--- src/rtl/coin_start_pkg.sv ---
// Shared types and default frame counts for the coin/start auto-credit sequencer.
package coin_start_pkg;

  typedef enum logic [2:0] {
    StIdle,
    StCoin,
    StGap,
    StStart,
    StRelease
  } seq_state_t;

  localparam int unsigned DefCoinFrames  = 4;
  localparam int unsigned DefGapFrames   = 8;
  localparam int unsigned DefStartFrames = 4;
  localparam int unsigned DefFrameCntW   = 6;

endpackage

--- src/rtl/coin_start_sequencer_edge_rise.sv ---
// Rising-edge detector on a registered copy of the input. The first cycle after reset
// never reports an edge, so a level already high at reset release is not an edge.
module edge_rise #(
  parameter int unsigned WIDTH = 1
) (
  input  logic             clk,
  input  logic             rst_n,
  input  logic [WIDTH-1:0] sig,
  output logic [WIDTH-1:0] rise
);

  logic [WIDTH-1:0] prev_q;
  logic             armed_q;

  always_ff @(posedge clk or negedge rst_n) begin
    if (!rst_n) begin
      prev_q  <= '0;
      armed_q <= 1'b0;
    end else begin
      prev_q  <= sig;
      armed_q <= 1'b1;
    end
  end

  assign rise = armed_q ? (sig & ~prev_q) : '0;

endmodule

--- src/rtl/coin_start_sequencer.sv ---
// Auto-credit sequencer: one start press injects a frame-timed coin pulse, a gap,
// then a matching start pulse. With auto-credit disabled it is a registered pass-through.
module coin_start_sequencer
  import coin_start_pkg::*;
#(
  parameter int unsigned COIN_FRAMES  = DefCoinFrames,
  parameter int unsigned GAP_FRAMES   = DefGapFrames,
  parameter int unsigned START_FRAMES = DefStartFrames,
  parameter int unsigned FRAME_CNT_W  = DefFrameCntW
) (
  input  logic       clk_sys,
  input  logic       reset_n,
  input  logic       vblank,
  input  logic       enable,
  input  logic [1:0] btn_start,
  input  logic       btn_coin,
  output logic       coin_out,
  output logic [1:0] start_out,
  output logic       busy,
  output logic [7:0] credits
);

  localparam logic [FRAME_CNT_W-1:0] CoinLast  = FRAME_CNT_W'(COIN_FRAMES - 1);
  localparam logic [FRAME_CNT_W-1:0] GapLast   = FRAME_CNT_W'(GAP_FRAMES - 1);
  localparam logic [FRAME_CNT_W-1:0] StartLast = FRAME_CNT_W'(START_FRAMES - 1);
  localparam logic [FRAME_CNT_W-1:0] CntOne    = FRAME_CNT_W'(1);

  seq_state_t             state_q;
  logic [FRAME_CNT_W-1:0] cnt_q;
  logic                   sel_q;
  logic                   tick_q;
  logic                   vblank_rise;
  logic [1:0]             start_rise;

  edge_rise #(
    .WIDTH(1)
  ) u_vblank_edge (
    .clk  (clk_sys),
    .rst_n(reset_n),
    .sig  (vblank),
    .rise (vblank_rise)
  );

  edge_rise #(
    .WIDTH(2)
  ) u_start_edge (
    .clk  (clk_sys),
    .rst_n(reset_n),
    .sig  (btn_start),
    .rise (start_rise)
  );

  always_ff @(posedge clk_sys or negedge reset_n) begin
    if (!reset_n) begin
      state_q   <= StIdle;
      cnt_q     <= '0;
      sel_q     <= 1'b0;
      tick_q    <= 1'b0;
      coin_out  <= 1'b0;
      start_out <= 2'b00;
      busy      <= 1'b0;
      credits   <= 8'd0;
    end else begin
      // Frame tick is registered once more, so it is acted on one edge after detection.
      tick_q <= vblank_rise;
      unique case (state_q)
        StIdle: begin
          cnt_q     <= '0;
          coin_out  <= btn_coin;
          start_out <= enable ? 2'b00 : btn_start;
          if (enable && (start_rise != 2'b00)) begin
            state_q   <= StCoin;
            sel_q     <= ~start_rise[0];  // player 1 wins a simultaneous press
            coin_out  <= 1'b1;
            start_out <= 2'b00;
            busy      <= 1'b1;
            if (credits != 8'hFF) credits <= credits + 8'd1;
          end
        end
        StCoin: begin
          if (tick_q) begin
            if (cnt_q == CoinLast) begin
              state_q  <= StGap;
              cnt_q    <= '0;
              coin_out <= 1'b0;
            end else begin
              cnt_q <= cnt_q + CntOne;
            end
          end
        end
        StGap: begin
          if (tick_q) begin
            if (cnt_q == GapLast) begin
              state_q   <= StStart;
              cnt_q     <= '0;
              start_out <= sel_q ? 2'b10 : 2'b01;
            end else begin
              cnt_q <= cnt_q + CntOne;
            end
          end
        end
        StStart: begin
          if (tick_q) begin
            if (cnt_q == StartLast) begin
              state_q   <= StRelease;
              cnt_q     <= '0;
              start_out <= 2'b00;
            end else begin
              cnt_q <= cnt_q + CntOne;
            end
          end
        end
        StRelease: begin
          if (btn_start == 2'b00) begin
            state_q <= StIdle;
            busy    <= 1'b0;
          end
        end
        default: begin
          state_q   <= StIdle;
          cnt_q     <= '0;
          coin_out  <= 1'b0;
          start_out <= 2'b00;
          busy      <= 1'b0;
        end
      endcase
    end
  end

endmodule

--- config.mk ---
export PLATFORM = sky130hd
export DESIGN_NAME = coin_start_sequencer
export DESIGN_NICKNAME = d
export VERILOG_FILES = /design/src/rtl/coin_start_pkg.sv /design/src/rtl/coin_start_sequencer_edge_rise.sv /design/src/rtl/coin_start_sequencer.sv
export SDC_FILE = /design/constraint.sdc
export NUM_CORES = 1
export LEC_CHECK = 0
export ABC_CLOCK_PERIOD_IN_PS = 4000
export BUFFER_PORTS_ARGS = -buffer_cell sky130_fd_sc_hd__buf_2
export CAP_MARGIN = 30
export CORE_ASPECT_RATIO = 0.8
export CORE_MARGIN = 5
export CORE_UTILIZATION = 60
export CTS_CLUSTER_SIZE = 24
export DETAILED_ROUTE_END_ITERATION = 7
export PLACE_DENSITY = 0.86
export SETUP_SLACK_MARGIN = 0.4
export SLEW_MARGIN = 10
export SYNTH_ARGS = -nofsm -noshare
export SYNTH_HDL_FRONTEND = slang
export SYNTH_SLANG_ARGS = --single-unit
--- constraint.sdc ---
create_clock -name clk_sys -period 4 [get_ports clk_sys]
set_clock_uncertainty 0.2 [all_clocks]
set_input_delay 1.2 -clock clk_sys [delete_from_list [all_inputs] [get_ports clk_sys]]
set_output_delay 1.2 -clock clk_sys [all_outputs]
set_load 0.02 [all_outputs]
==> results by group <==
Run status
  • Outcome: finished, final reports clean

Finish
  • Reg area: approximately 680 um2
  • Non-Filler Instances: 177
  • Layout fillers: approximately 180
  • P&R area growth vs syn: 7.20%
  • Footprint of the multi-input gates: between 700 and 800 um2
  • Ant diodes: 0
  • Layout cells sized above 1: 0.204
  • Final #Nets: 162

Drt
  • Antenna-violating nets left: 0
  • Wire per inst: 15.6 um
  • DRT iter0 DRCs: between 80 and 90
  • DR pass1 iterations: 4
  • Post-route DRC: 0
  • WL final: around 2.8 mm
  • Via count: about 1100
  • Vias per Instance: approximately 6.3

Yosys
  • Post-Synth Adder-Cell Area: 0.0173
  • Cell variety after synth: 44
  • Yosys warnings: 0
  • Mean Syn Cell Area: around 11 um2
  • Synth Area in Compound Gates: 0.126
  • Post-Synthesis Cells: between 100 and 150
  • Mux share of post-synthesis cell area: 0.0529
  • Share of async-settable or async-resettable flops after synthesis: 1.00
  • Post-Syn Area: 1440 um2
  • Synth Area in Simple Gates: 0.240
  • Number of synthesized flops with an enable pin: 0
  • Post-synthesis sequential area ratio: 0.468
  • Dominant synthesized flop cell: dfrtp_1
  • XOR/XNOR Fraction of Synth Area: 0.0546
  • Largest family of logic cells by synthesized area: simple AND/OR/NAND/NOR gates
  • Synth Register Bits: 27
  • Post-Syn Nets: between 100 and 150

Floorplan
  • Row count: 15
  • Die height: between 50 and 60 um
  • Die Wd: around 65 um
  • Die Area: 3490 um2
  • IO Count: 19
  • Core box area: 2230 um2
  • Initial Utilization: 0.646

CTS
  • Root Buffer: clkbuf_4
  • Post CTS Setup Buffer Count: 0
  • Num CTS Buffers: 3
  • CTS H-tree depth: 1
  • CTS sink cnt: 27
  • CTS clk-pin slew, worst paths: around 0.14 ns
  • Post-cts sizing count: 0
  • CTS max path bufs: 2
  • Hold_buf cts: 0
  • CTS tree: done
  • Clk_lat worst skew: roughly 0.33 ns

Timing
  • Final hold vios: 0
  • Minimum clock period: 2.47 ns
  • Period utilization: 0.618
  • Max Freq: 0.405 GHz
  • Max-slew violations: 0
  • Fin Setup TNS: 0 ns
  • Final setup fails: 0
  • Unrepaired setup endpoints after global routing: false
  • Worst hold slack: about 0.3 ns
  • Rel. slew slack: 0.553
  • Actual slew at the worst max-slew pin: ~0.67 ns

Worst setup path
  • Crit path required time: 4.02 ns
  • Crit start category: input port
  • CP Class: in2reg
  • CP endpoint kind: register
  • Crit path cell chain: buf_2 -> nor2b_1 -> o2111ai_4 -> nor2_1 -> mux2_2
  • Top delay family on crit path: simple AND/OR/NAND/NOR gates
  • Critical R2R Launch: state_q[2]
  • Worst stage delay on the critical path: approximately 0.37 ns
  • Critical path fanouts, max: 9
  • Setup crit start: btn_start[0]
  • Worst Path Buf+Inv: 1
  • CP max stage cell: mux2_2
  • Arrival time worst endpoint: 2.49 ns

Power and ir drop
  • Final Power: between 700 and 800 uW
  • Maximum vdd ir drop: ~0.35 mV
  • Power Density: 491 nW/um2
  • LEAKAGE: about 0.00070 uW

Global route
  • Total GRT Usage: 0.174
  • First-pass GRT wire length: 4.57 mm
  • Initial antenna violation count: 0
  • Vias in the first global route: just under 1000
  • Grt ovf: 0
  • Largest net degree at the start of global routing: 28

Hold path
  • Hold Crit Start: cnt_q[5]
  • Hold Path Class: reg2reg

Place
  • Routability cong.: ~0.87
  • DP Wirelength: approximately 2.0 mm
  • Port-buffer cells: 18
  • Inst Count DP: between 150 and 200

Flow run
  • Max-Cap Viols: 0
[synthesized netlist by cell type, types with 3 or more instances]
master,n,area [um2]
dfrtp_1,27,676
nand3_1,11,55.1
a21oi_1,6,30.0
inv_1,3,11.3
mux2_2,3,33.8
nor2b_1,3,18.8
o21ai_0,3,15.0
nand2_1,6,22.5
nand2b_1,5,31.3
xor2_1,8,70.1
nor3_1,9,45.0
nor3b_1,3,22.5
nor2_1,6,22.5
[layer usage]
layer / vias to the layer above / part of all wire / GRT usage / routed length [um]
li1: 528 / - / - / -
met1: 548 / 0.46 / 0.205 / 1260
met2: 37 / 0.47 / 0.307 / 1300
met3: 8 / 0.048 / 0.0501 / 133
met4: 0 / 0.024 / 0.0667 / 65
met5: - / 0 / 0 / 0
[cell families after synthesis]
| family | Yosys count |
|---|---|
| XOR/XNOR | 9 |
| buffers and inverters | 9 |
| multiplexers | 7 |
| AO/OA/AOI/OAI | 23 |
| AND/OR/NAND/NOR | 58 |
| other | 1 |
| adder cells (fa/ha/maj) | 2 |
| flip-flops | 27 |
[worst paths after layout]
check / depth (start not counted) / slack (ns) / end
setup reg to reg: 4 / 1.87 / credits[1]
setup / recovery: 5 / 1.53 / credits[1]
max in group asynchronous: 1 / 2.56 / cnt_q[3]
min in group asynchronous: 1 / 0.65 / busy
hold reg to reg: 1 / 0.30 / cnt_q[5]
hold / removal: 1 / 0.30 / cnt_q[5]
[stage by stage]
stage	util	worst slack, ns	cell area, um2
2_1_floorplan	-	1.45	1440
3_3_place_gp	0.681	1.27	1520
3_5_place_dp	0.681	1.17	1520
4_1_cts	0.692	1.54	1550
5_1_grt	0.692	1.46	1550
6_report	0.692	1.53	1550
[state kept, by name, indices dropped and copies added, names as in the netlist]
| name | cells |
|---|---|
| cnt_q | 6 |
| u_vblank_edge.prev_q | 1 |
| busy | 1 |
| tick_q | 1 |
| sel_q | 1 |
| state_q | 3 |
| credits | 8 |
| u_start_edge.armed_q | 1 |
| coin_out | 1 |
| start_out | 2 |
| u_start_edge.prev_q | 2 |
[area by class of cell]
type	instances	area share
Tap cell	25	0.0202
Timing Repair Buffer	18	0.0583
Multi-Input combinational cell	100	0.460
Sequential cell	27	0.437
Clock buffer	4	0.0170
Inverter	3	0.00728
[power by group]
part / total (uW) / leakage [uW] / switching [uW] / internal [uW]
Clock: 116 / 0.0000150 / 76.8 / 39.1
Sequential: 399 / 0.000347 / 75.3 / 324
Combinational: 244 / 0.000339 / 147 / 97.3
[cells in the final DEF (no fill, tap or decap), drive strengths merged, types with 4 or more instances in the layout]
| cell | count |
|---|---|
| dfrtp | 27 |
| buf | 18 |
| nand3 | 11 |
| nor3 | 10 |
| xor2 | 8 |
| nor2 | 7 |
| a21oi | 6 |
| nand2 | 6 |
| nand2b | 5 |
| mux2 | 5 |
| clkbuf | 4 |
| nor4 | 4 |
Note: power is estimated with default switching activity, not from simulation.
